`src/rtl/pong_match_ctrl.sv`:
```
// Pong match controller: sequences a match through idle, serve delay, live
// play, point flash, pause and game-over, and owns both player scores.
// All outputs are registered; a state change shows up one cycle after the
// input that caused it.
module pong_match_ctrl #(
  parameter int WIN_SCORE    = 11,
  parameter int SCORE_W      = 4,
  parameter int SERVE_FRAMES = 60,
  parameter int POINT_FRAMES = 30
) (
  input  logic               clk,
  input  logic               reset,
  input  logic               frame_tick,
  input  logic               start_btn,
  input  logic               pause_btn,
  input  logic               miss_left,
  input  logic               miss_right,
  output logic               ball_run,
  output logic               ball_reset,
  output logic               serve_dir,
  output logic [SCORE_W-1:0] score1,
  output logic [SCORE_W-1:0] score2,
  output logic [1:0]         winner,
  output logic               flash,
  output logic [2:0]         state_o
);

  localparam int MAX_FRAMES = (SERVE_FRAMES > POINT_FRAMES) ? SERVE_FRAMES : POINT_FRAMES;
  localparam int CNT_W      = $clog2(MAX_FRAMES + 1);

  localparam logic [CNT_W-1:0]   SERVE_LAST = CNT_W'(SERVE_FRAMES - 1);
  localparam logic [CNT_W-1:0]   POINT_LAST = CNT_W'(POINT_FRAMES - 1);
  localparam logic [SCORE_W-1:0] WIN_VAL    = SCORE_W'(WIN_SCORE);

  typedef enum logic [2:0] {
    S_IDLE      = 3'd0,
    S_SERVE     = 3'd1,
    S_PLAY      = 3'd2,
    S_POINT     = 3'd3,
    S_PAUSED    = 3'd4,
    S_GAME_OVER = 3'd5
  } state_t;

  state_t           state;
  state_t           ret_state;   // where a pause edge in PAUSED returns to
  logic [CNT_W-1:0] frame_cnt;
  logic             start_prev;
  logic             pause_prev;
  logic             start_edge;
  logic             pause_edge;

  // Previous-value registers reset high, so a button held through reset
  // does not register as a press once reset drops.
  assign start_edge = start_btn & ~start_prev;
  assign pause_edge = pause_btn & ~pause_prev;
  assign state_o    = state;

  // Match sequencer with registered outputs and frame counter.
  always_ff @(posedge clk) begin
    if (reset) begin
      state      <= S_IDLE;
      ret_state  <= S_SERVE;
      frame_cnt  <= '0;
      start_prev <= 1'b1;
      pause_prev <= 1'b1;
      score1     <= '0;
      score2     <= '0;
      winner     <= 2'b00;
      ball_run   <= 1'b0;
      ball_reset <= 1'b0;
      serve_dir  <= 1'b0;
      flash      <= 1'b0;
    end else begin
      start_prev <= start_btn;
      pause_prev <= pause_btn;
      ball_reset <= 1'b0;

      case (state)
        // Start (or restart after a win) clears the match and serves right.
        S_IDLE, S_GAME_OVER: begin
          if (start_edge) begin
            score1     <= '0;
            score2     <= '0;
            winner     <= 2'b00;
            serve_dir  <= 1'b1;
            ball_reset <= 1'b1;
            frame_cnt  <= '0;
            ball_run   <= 1'b0;
            flash      <= 1'b0;
            state      <= S_SERVE;
          end
        end

        // Hold the ball for SERVE_FRAMES ticks; pause takes priority over a tick.
        S_SERVE: begin
          if (pause_edge) begin
            ret_state <= S_SERVE;
            state     <= S_PAUSED;
          end else if (frame_tick) begin
            if (frame_cnt == SERVE_LAST) begin
              ball_run <= 1'b1;
              state    <= S_PLAY;
            end else begin
              frame_cnt <= frame_cnt + CNT_W'(1);
            end
          end
        end

        // Live play: a miss always beats a same-cycle pause press.
        S_PLAY: begin
          if (miss_left && miss_right) begin
            ball_reset <= 1'b1;
            ball_run   <= 1'b0;
            frame_cnt  <= '0;
            state      <= S_SERVE;
          end else if (miss_right) begin
            score1     <= score1 + SCORE_W'(1);
            serve_dir  <= 1'b1;
            ball_reset <= 1'b1;
            ball_run   <= 1'b0;
            flash      <= 1'b1;
            frame_cnt  <= '0;
            state      <= S_POINT;
          end else if (miss_left) begin
            score2     <= score2 + SCORE_W'(1);
            serve_dir  <= 1'b0;
            ball_reset <= 1'b1;
            ball_run   <= 1'b0;
            flash      <= 1'b1;
            frame_cnt  <= '0;
            state      <= S_POINT;
          end else if (pause_edge) begin
            ret_state <= S_PLAY;
            ball_run  <= 1'b0;
            state     <= S_PAUSED;
          end
        end

        // Flash the point, then either serve again or declare the winner.
        S_POINT: begin
          if (frame_tick) begin
            if (frame_cnt == POINT_LAST) begin
              flash <= 1'b0;
              if (score1 == WIN_VAL) begin
                winner <= 2'b01;
                state  <= S_GAME_OVER;
              end else if (score2 == WIN_VAL) begin
                winner <= 2'b10;
                state  <= S_GAME_OVER;
              end else begin
                frame_cnt <= '0;
                state     <= S_SERVE;
              end
            end else begin
              frame_cnt <= frame_cnt + CNT_W'(1);
            end
          end
        end

        // Everything frozen; only a pause press resumes, counter intact.
        S_PAUSED: begin
          if (pause_edge) begin
            ball_run <= (ret_state == S_PLAY);
            state    <= ret_state;
          end
        end

        default: begin
          ball_run <= 1'b0;
          flash    <= 1'b0;
          state    <= S_IDLE;
        end
      endcase
    end
  end

endmodule

```
`config.mk`:
```
export PLATFORM = sky130hd
export DESIGN_NAME = pong_match_ctrl
export DESIGN_NICKNAME = d
export VERILOG_FILES = /design/src/rtl/pong_match_ctrl.sv
export SDC_FILE = /design/constraint.sdc
export NUM_CORES = 1
export LEC_CHECK = 0
export ABC_CLOCK_PERIOD_IN_PS = 5150
export BUFFER_PORTS_ARGS = -buffer_cell sky130_fd_sc_hd__buf_2
export CAP_MARGIN = 20
export CORE_MARGIN = 2
export CORE_UTILIZATION = 57
export DETAILED_ROUTE_END_ITERATION = 6
export PLACE_DENSITY = 0.79
export SLEW_MARGIN = 15
export SYNTH_ARGS = -nofsm -noshare
export SYNTH_HDL_FRONTEND = slang
export SYNTH_SLANG_ARGS = --single-unit
```
`constraint.sdc`:
```
create_clock -name clk -period 5.15 [get_ports clk]
set_clock_uncertainty 0.1 [all_clocks]
set_input_delay 0.515 -clock clk [delete_from_list [all_inputs] [get_ports clk]]
set_output_delay 0.515 -clock clk [all_outputs]
set_load 0.1 [all_outputs]
```
==> impl_metrics.json, run 1 <==
{
  "antenna_found_initial": 0,
  "syn_nets": 222,
  "synth-async-reset-ratio_pct": 0,
  "synth.avg_cell_area_um2": 8.28,
  "synth_seq_cells": 27,
  "holdCritPathClass": "in2reg",
  "grt_pass1_wl_um": 6750,
  "final_cell_mix": "dfxtp_1, nor2_1, buf_2",
  "gp_congestion": 0.849,
  "critPathMaxFanout": 33,
  "rsz0062_at_grt": "no",
  "placementRows": 19,
  "netlist_area_um2": 1720,
  "seq_area_frac_synth_pct": 31.4,
  "cts_root_buffer": "clkbuf_4",
  "synth-main-ff-cell": "dfxtp_1",
  "critical_path.cell_chain": "buf_2",
  "rrSetupSlack_ns": 2.70,
  "p_total_mw": 0.854,
  "crit_family": "flip-flops",
  "detailed_place_hpwl_um": 2970,
  "clk_latency_ns": 0.34,
  "slew_viol_final": 0,
  "syn_inst": 208,
  "cts_sinks": 27,
  "finalHoldViolations": 0,
  "hold_buffers": 0,
  "grt_pass1_vias": 1543,
  "cts_resized": 0,
  "cp.arrival_ns": 1.95,
  "cts_buffers": 3,
  "path_buf_inv": 1,
  "p_per_area_nw_per_um2": 462,
  "finalSetupViolCount": 0,
  "status": "complete, no violations",
  "fp.dieW_um": 59.0,
  "ctsHtreeMaxLevel": 1,
  "clk_path_buf_depth": 2,
  "irDropWorstVdd_mv": 0.289,
  "grt_max_degree": 34,
  "cts_setup_buffers": 0,
  "max-slew-margin-rel_pct": 30.3,
  "first_pass_iters": 4,
  "dp_cells": 252,
  "finalNonFillerCells": 256,
  "drt_wl_total_um": 3940,
  "nNetsFinal": 240,
  "post-route-period-util_pct": 49.9,
  "fmax_ghz": 0.389,
  "drt_iter0_drc": 116,
  "cts.reportedPaths.clkPinSlew_ns": 0.14,
  "tightest_slew_ns": 1.04,
  "ant_nets": 0,
  "synth_edf_count": 0,
  "critPathLaunchType": "flip-flop",
  "die-area_um2": 3480,
  "regArea_um2": 541,
  "mostFrequentLayoutCell": "dfxtp_1",
  "route.detailed.drc": 0,
  "yosysWarnings": 0,
  "post_drt_via_cell_ratio": 6.36,
  "slowest_stage": "dfxtp_1",
  "fin_crit_ns": 2.57,
  "crit_required_ns": 4.53,
  "area_growth_pct": 7.26,
  "die_h_um": 59.0,
  "diodes": 0,
  "nFillCells": 269,
  "critPathKind": "reg2out",
  "io_pins": 24,
  "grt.overflow.total": 0,
  "slowest_delay_ns": 1.04,
  "p_leak_nw": 0.720,
  "coreArea_um2": 2810,
  "cts_tree": "built",
  "endpoint_kind": "output port",
  "cap_violations": 0,
  "yosysUniqueCellTypes": 54,
  "grt_usage_pct": 25.5,
  "initial_core_util_pct": 61.4,
  "routedWlPerCell_um": 15.4,
  "num_vias": 1629,
  "portBuffers": 23,
  "fin_setup_tns_ns": 0,
  "multi_input_area_um2": 1080,
  "drive_gt1_share_pct": 18.2
}
==> worst paths after layout <==
| kind | cells after the start | start | endpoint |
|---|---|---|---|
| worst min-delay path | 2 | pause_btn | pause_prev |
| worst max register to register | 5 | state_o[1] | frame_cnt[1] |
| worst max-delay path | 1 | state_o[1] | state_o[1] |
| worst min register to register | 2 | flash | flash |
==> stage by stage <==
| stage | util (%) | instance area [um^2] | setup WS (ns) | hold WS, ns |
|---|---|---|---|---|
| final | 65.9 | 1850 | 2.58 | 0.297 |
| after global routing | 65.9 | 1850 | 2.49 | 0.304 |
| after CTS | 65.9 | 1850 | 2.58 | 0.294 |
| after detailed placement | 64.9 | 1820 | 2.74 | 0.381 |
| after global placement | 64.9 | 1820 | 2.83 | 0.369 |
| after floorplan | - | 1720 | 2.61 | 0.361 |
==> cells in the mapped netlist (2+ instances only) <==
cell type	instances	area, um^2
dfxtp_1	27	541
nor2_1	26	97.6
nand2_1	12	45.0
a21oi_1	11	55.1
inv_1	11	41.3
o21ai_0	9	45.0
a211oi_1	7	52.6
ha_1	7	87.6
nor3_1	7	35.0
nand3_1	6	30.0
xnor2_1	6	52.6
mux2i_1	5	50.1
a311oi_1	4	35.0
clkbuf_1	4	15.0
nand3b_1	4	30.0
a31oi_1	3	18.8
and2b_1	3	22.5
and3_1	3	18.8
buf_2	3	15.0
or3_1	3	18.8
a211o_1	2	17.5
a21oi_2	2	17.5
a41oi_1	2	17.5
buf_4	2	15.0
nand2b_1	2	12.5
nand4_1	2	12.5
nor2b_1	2	12.5
nor3b_1	2	15.0
nor3b_2	2	25.0
nor4_1	2	12.5
o2111ai_1	2	17.5
o21ai_1	2	10.0
or2_2	2	12.5
==> area by class of cell <==
cell class / count / area share [%]
clock inverters: 1 / 0.271
well taps: 31 / 2.10
flip-flops and latches: 27 / 29.2
clock buffers: 3 / 1.22
inverters: 11 / 2.23
multi-input cells: 160 / 58.7
repair buffers: 23 / 6.23
==> logic make-up (layout without fill, tap and decap cells) <==
| logic type | count (synthesis) | after routing | share of synthesized area [%] |
|---|---|---|---|
| simple gates | 83 | 83 | 25.7 |
| compound gates | 58 | 58 | 25.6 |
| flops | 27 | 27 | 31.4 |
| buf+inv | 21 | 38 | 5.66 |
| fa+ha+maj | 7 | 7 | 5.08 |
| xor+xnor | 6 | 6 | 3.05 |
| mux | 6 | 6 | 3.56 |
==> power breakdown <==
group          leakage [nW]  switching [mW]  internal (mW)
Sequential            0.220          0.0592          0.236
Combinational         0.482           0.330          0.133
Clock                0.0177          0.0666         0.0293
Total                 0.720           0.456          0.398
==> registers in the layout (all words and copies together) (netlist names) <==
signal      count
ball_reset      1
ball_run        1
flash           1
frame_cnt       6
pause_prev      1
ret_state       2
score1          4
score2          4
serve_dir       1
start_prev      1
state_o         3
winner          2
==> per-layer routing <==
layer	share of wire [%]	GRT usage, %
met3	4.2	2.62
met1	44	31.3
met5	0	0
met2	49	43.5
met4	2.4	13.6
Power figures use the tool's default switching activity.
==> run 2: changes to the inputs <==
--- a/config.mk
+++ b/config.mk
@@ -5,13 +5,13 @@
 export SDC_FILE = /design/constraint.sdc
 export NUM_CORES = 1
 export LEC_CHECK = 0
-export ABC_CLOCK_PERIOD_IN_PS = 5150
+export ABC_CLOCK_PERIOD_IN_PS = 2130
 export BUFFER_PORTS_ARGS = -buffer_cell sky130_fd_sc_hd__buf_2
 export CAP_MARGIN = 20
 export CORE_MARGIN = 2
-export CORE_UTILIZATION = 57
+export CORE_UTILIZATION = 51
 export DETAILED_ROUTE_END_ITERATION = 6
-export PLACE_DENSITY = 0.79
+export PLACE_DENSITY = 0.75
 export SLEW_MARGIN = 15
 export SYNTH_ARGS = -nofsm -noshare
 export SYNTH_HDL_FRONTEND = slang
==> constraint.sdc (replaced) <==
create_clock -name clk -period 2.13 [get_ports clk]
set_clock_uncertainty 0.1 [all_clocks]
set_input_delay 0.213 -clock clk [delete_from_list [all_inputs] [get_ports clk]]
set_output_delay 0.213 -clock clk [all_outputs]
set_load 0.1 [all_outputs]
==> run 2 against run 1 <==
Against the previous run:
- combinational power rose to 2.5 times the previous value
- hold slack worse by 0.15 ns
- register-to-register slack worse by 2.5 ns
- sequential power up 140%
==> impl_metrics.json, run 2 (synthesis gave the netlist of run 1 again) <==
{
  "post_drt_via_cell_ratio": 5.81,
  "endpoint_kind": "flip-flop",
  "grt_pass1_wl_um": 6470,
  "coreArea_um2": 3280,
  "clk_path_buf_depth": 2,
  "top_register": "frame_cnt",
  "cts.reportedPaths.clkPinSlew_ns": 0.16,
  "dp_worst_setup_slack_ns": 0.107,
  "portBuffers": 23,
  "area_growth_pct": 12.4,
  "crit_family": "buffers and inverters",
  "slowest_stage": "dlygate4sd3_1",
  "gp_congestion": 0.839,
  "route.detailed.drc": 0,
  "cap_violations": 0,
  "multi_input_area_um2": 1090,
  "num_vias": 1603,
  "nNetsFinal": 245,
  "grt_max_degree": 27,
  "critical_path.cell_chain": "dlygate4sd3_1 > buf_2 > nor3b_4 > o22ai_1 > a211o_1 > nor2_2 > mux2_1",
  "drive_gt1_share_pct": 23.9,
  "holdCritPathClass": "in2reg",
  "critPathMaxFanout": 5,
  "top_regs": "frame_cnt (6), score1 (4), score2 (4)",
  "drt_iter0_drc": 106,
  "tightest_slew_ns": 0.500,
  "initial_core_util_pct": 52.5,
  "die-area_um2": 3860,
  "fmax_ghz": 0.509,
  "first_pass_iters": 4,
  "critPathLaunchType": "input pin",
  "rsz0062_at_grt": "no",
  "post-route-period-util_pct": 92.3,
  "finalSetupViolCount": 0,
  "ctsHtreeMaxLevel": 1,
  "fp.dieW_um": 62.1,
  "fin_setup_tns_ns": 0,
  "cts_sinks": 27,
  "fin_crit_ns": 1.97,
  "placementRows": 21,
  "grt_pass1_vias": 1430,
  "slowest_delay_ns": 0.52,
  "io_pins": 24,
  "crit_required_ns": 2.28,
  "antenna_found_initial": 0,
  "p_per_area_nw_per_um2": 1090,
  "cp.arrival_ns": 2.12,
  "largest_register_ffs": 6,
  "mostFrequentLayoutCell": "nor2_1",
  "fin_area_um2": 1940,
  "p_leak_nw": 0.748,
  "clk_latency_ns": 0.34,
  "drt_wl_total_um": 3770,
  "grt_usage_pct": 20.2,
  "ant_nets": 0,
  "grt.overflow.total": 0,
  "fin_util_pct": 59.0,
  "p_total_mw": 2.12,
  "cts_tree": "built",
  "cts_buffers": 3,
  "setup_slack_ns": 0.164,
  "place_area_um2": 1870,
  "slew_viol_final": 0,
  "max-slew-margin-rel_pct": 66.5,
  "finalHoldViolations": 0,
  "detailed_place_hpwl_um": 2730,
  "critPathKind": "in2reg",
  "regArea_um2": 556,
  "path_buf_inv": 2,
  "irDropWorstVdd_mv": 0.693,
  "status": "complete, no violations",
  "final_cell_mix": "nor2_1, buf_2, dfxtp_1",
  "cts_root_buffer": "clkbuf_4",
  "diodes": 0,
  "die_h_um": 62.1,
  "nFillCells": 321,
  "routedWlPerCell_um": 13.7
}
## run 2: changes by cell type in the layout (fill, tap and decap cells not counted), moves of 2 or more
cell,change
dlygate4sd3_1,+2
dfxtp_1,-10
dfxtp_2,+9
buf_4,+3
## run 2: power breakdown
group          total (mW)  switching (mW)  internal [mW]
sequential          0.711           0.127          0.584
combinational        1.16           0.819          0.341
clock               0.246           0.169         0.0770
total                2.12            1.11           1.00
## run 2: final timing paths
path / from / endpoint / slack [ns] / depth (start not counted)
max: start_btn / frame_cnt[1] / 0.16 / 7
min: reset / winner[0] / 0.15 / 2
min reg2reg: flash / flash / 0.41 / 2
max reg2reg: frame_cnt[1] / frame_cnt[1] / 0.19 / 7
## run 2: cell type report
cell class	instances	share of cell area [%]
Clock buffer	3	1.16
Inverter	11	2.13
Clock inverter	1	0.452
Sequential cell	27	28.7
Multi-Input combinational cell	160	56.5
Timing Repair Buffer	28	8.14
Tap cell	46	2.97
## run 2: per-layer routing
metal | part of all wire (%) | track usage [%] | up-vias
li1 | - | - | 812
met1 | 47 | 27.5 | 736
met5 | 0 | 0 | -
met4 | 1.6 | 5.28 | 0
met3 | 6.0 | 4.89 | 6
met2 | 45 | 32.2 | 49
## run 2: worst register-to-register path, stage by stage (launching register included)
cell and delay (ns):
dfxtp_1 0.38, inv_1 0.09, ha_1 0.16, nand3b_1 0.11
a2111oi_2 0.44, a211o_1 0.20, nor2_2 0.08, mux2_1 0.30
## run 2: what timing repair did
item,4_1_cts,5_1_grt
gates resized for setup,0,4
hold buffers,2,0
buffers inserted,0,0
hold endpoints to repair,2,0
setup endpoints to repair,0,3
## run 2: metrics by stage
| stage | std cells | hold WS, ns |
|---|---|---|
| after global routing | 276 | 0.154 |
| after floorplan | 208 | 0.220 |
| after detailed placement | 270 | 0.335 |
| after global placement | 270 | 0.328 |
| after CTS | 276 | 0.135 |
| final | 276 | 0.151 |
==> run 3: changes to the inputs <==
--- a/config.mk
+++ b/config.mk
@@ -6,12 +6,12 @@
 export NUM_CORES = 1
 export LEC_CHECK = 0
 export ABC_CLOCK_PERIOD_IN_PS = 2130
-export BUFFER_PORTS_ARGS = -buffer_cell sky130_fd_sc_hd__buf_2
 export CAP_MARGIN = 20
 export CORE_MARGIN = 2
-export CORE_UTILIZATION = 51
+export CORE_UTILIZATION = 56
 export DETAILED_ROUTE_END_ITERATION = 6
-export PLACE_DENSITY = 0.75
+export DONT_BUFFER_PORTS = 1
+export PLACE_DENSITY = 0.74
 export SLEW_MARGIN = 15
 export SYNTH_ARGS = -nofsm -noshare
 export SYNTH_HDL_FRONTEND = slang
==> run 3 against run 2 <==
Against the previous run:
- setup slack worse by 0.066 ns
- sequential cell count unchanged
- clock-buffer cell count did not move
==> impl_metrics.json, run 3 (synthesis gave the netlist of run 1 again) <==
{
  "endpoint_kind": "flip-flop",
  "mostFrequentLayoutCell": "nor2_1",
  "fin_area_um2": 1970,
  "intPower_mw": 1.05,
  "nNetsFinal": 242,
  "reg2reg_to": "frame_cnt[1]",
  "fin_setup_tns_ns": 0,
  "finalNonFillerCells": 260,
  "cts_sinks": 27,
  "coreArea_um2": 2980,
  "clk_path_buf_depth": 2,
  "post_drt_via_cell_ratio": 6.33,
  "drt_wl_total_um": 4060,
  "clockPowerShare_pct": 10.3,
  "initial_core_util_pct": 57.9,
  "setup.worst_path.start": "frame_cnt[1]",
  "io_pins": 24,
  "critPathMaxFanout": 5,
  "slowest_delay_ns": 0.42,
  "grt_pass1_vias": 1549,
  "fp.dieW_um": 59.5,
  "finalHoldViolations": 0,
  "p_per_area_nw_per_um2": 1090,
  "ant_nets": 0,
  "endpoint": "frame_cnt[1]",
  "route.detailed.drc": 0,
  "grt_pass1_wl_um": 6730,
  "num_vias": 1647,
  "portBuffers": 0,
  "regArea_um2": 552,
  "sw_frac_of_total_pct": 51.3,
  "p_seq_share_pct": 31.5,
  "place_area_um2": 1890,
  "largest_register_ffs": 6,
  "detailed_place_hpwl_um": 3020,
  "critPathLaunchType": "flip-flop",
  "top_regs": "frame_cnt (6), score1 (4), score2 (4)",
  "p_total_mw": 2.16,
  "drt_iter0_drc": 92,
  "reg2reg_from": "frame_cnt[1]",
  "area_growth_pct": 14.3,
  "nFillCells": 267,
  "rsz0062_at_grt": "no",
  "cap_violations": 0,
  "slowest_stage": "dfxtp_1",
  "final_cell_mix": "nor2_1, buf_4, dfxtp_1",
  "power.switching_mw": 1.11,
  "cts_buffers": 3,
  "cp.arrival_ns": 2.16,
  "tightest_slew_ns": 0.729,
  "p_leak_nw": 0.740,
  "crit_required_ns": 2.26,
  "status": "complete, no violations",
  "grt_usage_pct": 24.6,
  "first_pass_iters": 4,
  "cts_setup_buffers": 0,
  "drive_gt1_share_pct": 21.1,
  "top_register": "frame_cnt",
  "slew_viol_final": 0,
  "diodes": 0,
  "clk_latency_ns": 0.32,
  "antenna_found_initial": 0,
  "die-area_um2": 3540,
  "cts.reportedPaths.clkPinSlew_ns": 0.15,
  "finalSetupViolCount": 0,
  "fmax_ghz": 0.492,
  "placementRows": 20,
  "routedWlPerCell_um": 15.6,
  "gp_congestion": 0.875,
  "worstHoldStart": "miss_right",
  "multi_input_area_um2": 1100,
  "p_comb_share_pct": 58.2,
  "holdCritPathClass": "in2reg",
  "irDropWorstVdd_mv": 0.628,
  "die_h_um": 59.5,
  "dp_worst_setup_slack_ns": 0.121,
  "setup_slack_ns": 0.0976,
  "ctsHtreeMaxLevel": 1,
  "critPathKind": "reg2reg",
  "post-route-period-util_pct": 95.4,
  "cts_root_buffer": "clkbuf_4",
  "r2r_cells": 7,
  "dp_cells": 252,
  "fin_crit_ns": 2.03,
  "critical_path.cell_chain": "inv_1 > ha_1 > nand3b_1 > a2111oi_4 > a211o_1 > nor2_2 > mux2_1",
  "grt.overflow.total": 0,
  "grt_max_degree": 20,
  "rrSetupSlack_ns": 0.1,
  "max-slew-margin-rel_pct": 51.3,
  "cts_tree": "built"
}
[run 3: worst min path at each step]
stage / end / slack, ns / cells after the start
floorplan: pause_prev / 0.22 / 1
global placement: state_o[0] / 0.18 / 1
detailed placement: state_o[0] / 0.18 / 1
CTS: serve_dir / 0.008 / 2
global route: serve_dir / 0.04 / 2
finish: serve_dir / 0.006 / 2
[run 3: critical path: cells and delay by family (launching register included)]
kind | cells | cell delay (ns)
buffers and inverters | 1 | 0.09
AOI/OAI and AO/OA | 2 | 0.36
and+or+nand+nor | 2 | 0.40
muxes | 1 | 0.35
DFF | 1 | 0.42
adders and majority gates | 1 | 0.21
[run 3: area by class of cell]
cell class / instances / share of cell area (%)
clock inverters: 1 / 0.254
inverters: 11 / 2.10
repair buffers: 25 / 10.7
flip-flops and latches: 27 / 28.0
well taps: 33 / 2.10
clock buffers: 3 / 1.14
multi-input cells: 160 / 55.7
[run 3: repair_timing]
action                                 in CTS  in global routing
setup endpoints to repair                   0                  3
resized for setup                           0                  1
hold buffers                                4                  0
endpoints found under the hold margin      19                  0
[run 3: power by group through the flow]
stage | combinational (mW) | sequential, mW | clock, mW
final | 1.25 | 0.680 | 0.221
after global routing | 1.35 | 0.692 | 0.250
after CTS | 1.25 | 0.678 | 0.230
after detailed placement | 1.23 | 0.690 | 0
after global placement | 1.21 | 0.684 | 0
after floorplan | 0.614 | 1.06 | 0
[run 3: routing by layer]
metal  GRT usage, %  wire, um  share of wire (%)
met4           8.44        52                1.3
met5              0         0                  0
met3           3.49       318                7.8
met2           42.2      1970                 48
met1           31.2      1730                 42
[run 3: stage by stage]
step / hold WS (ns) / util [%]
2_1_floorplan: 0.220 / -
3_3_place_gp: 0.181 / 63.4
3_5_place_dp: 0.179 / 63.4
4_1_cts: 0.00840 / 65.7
5_1_grt: 0.0371 / 66.1
6_report: 0.00643 / 66.1
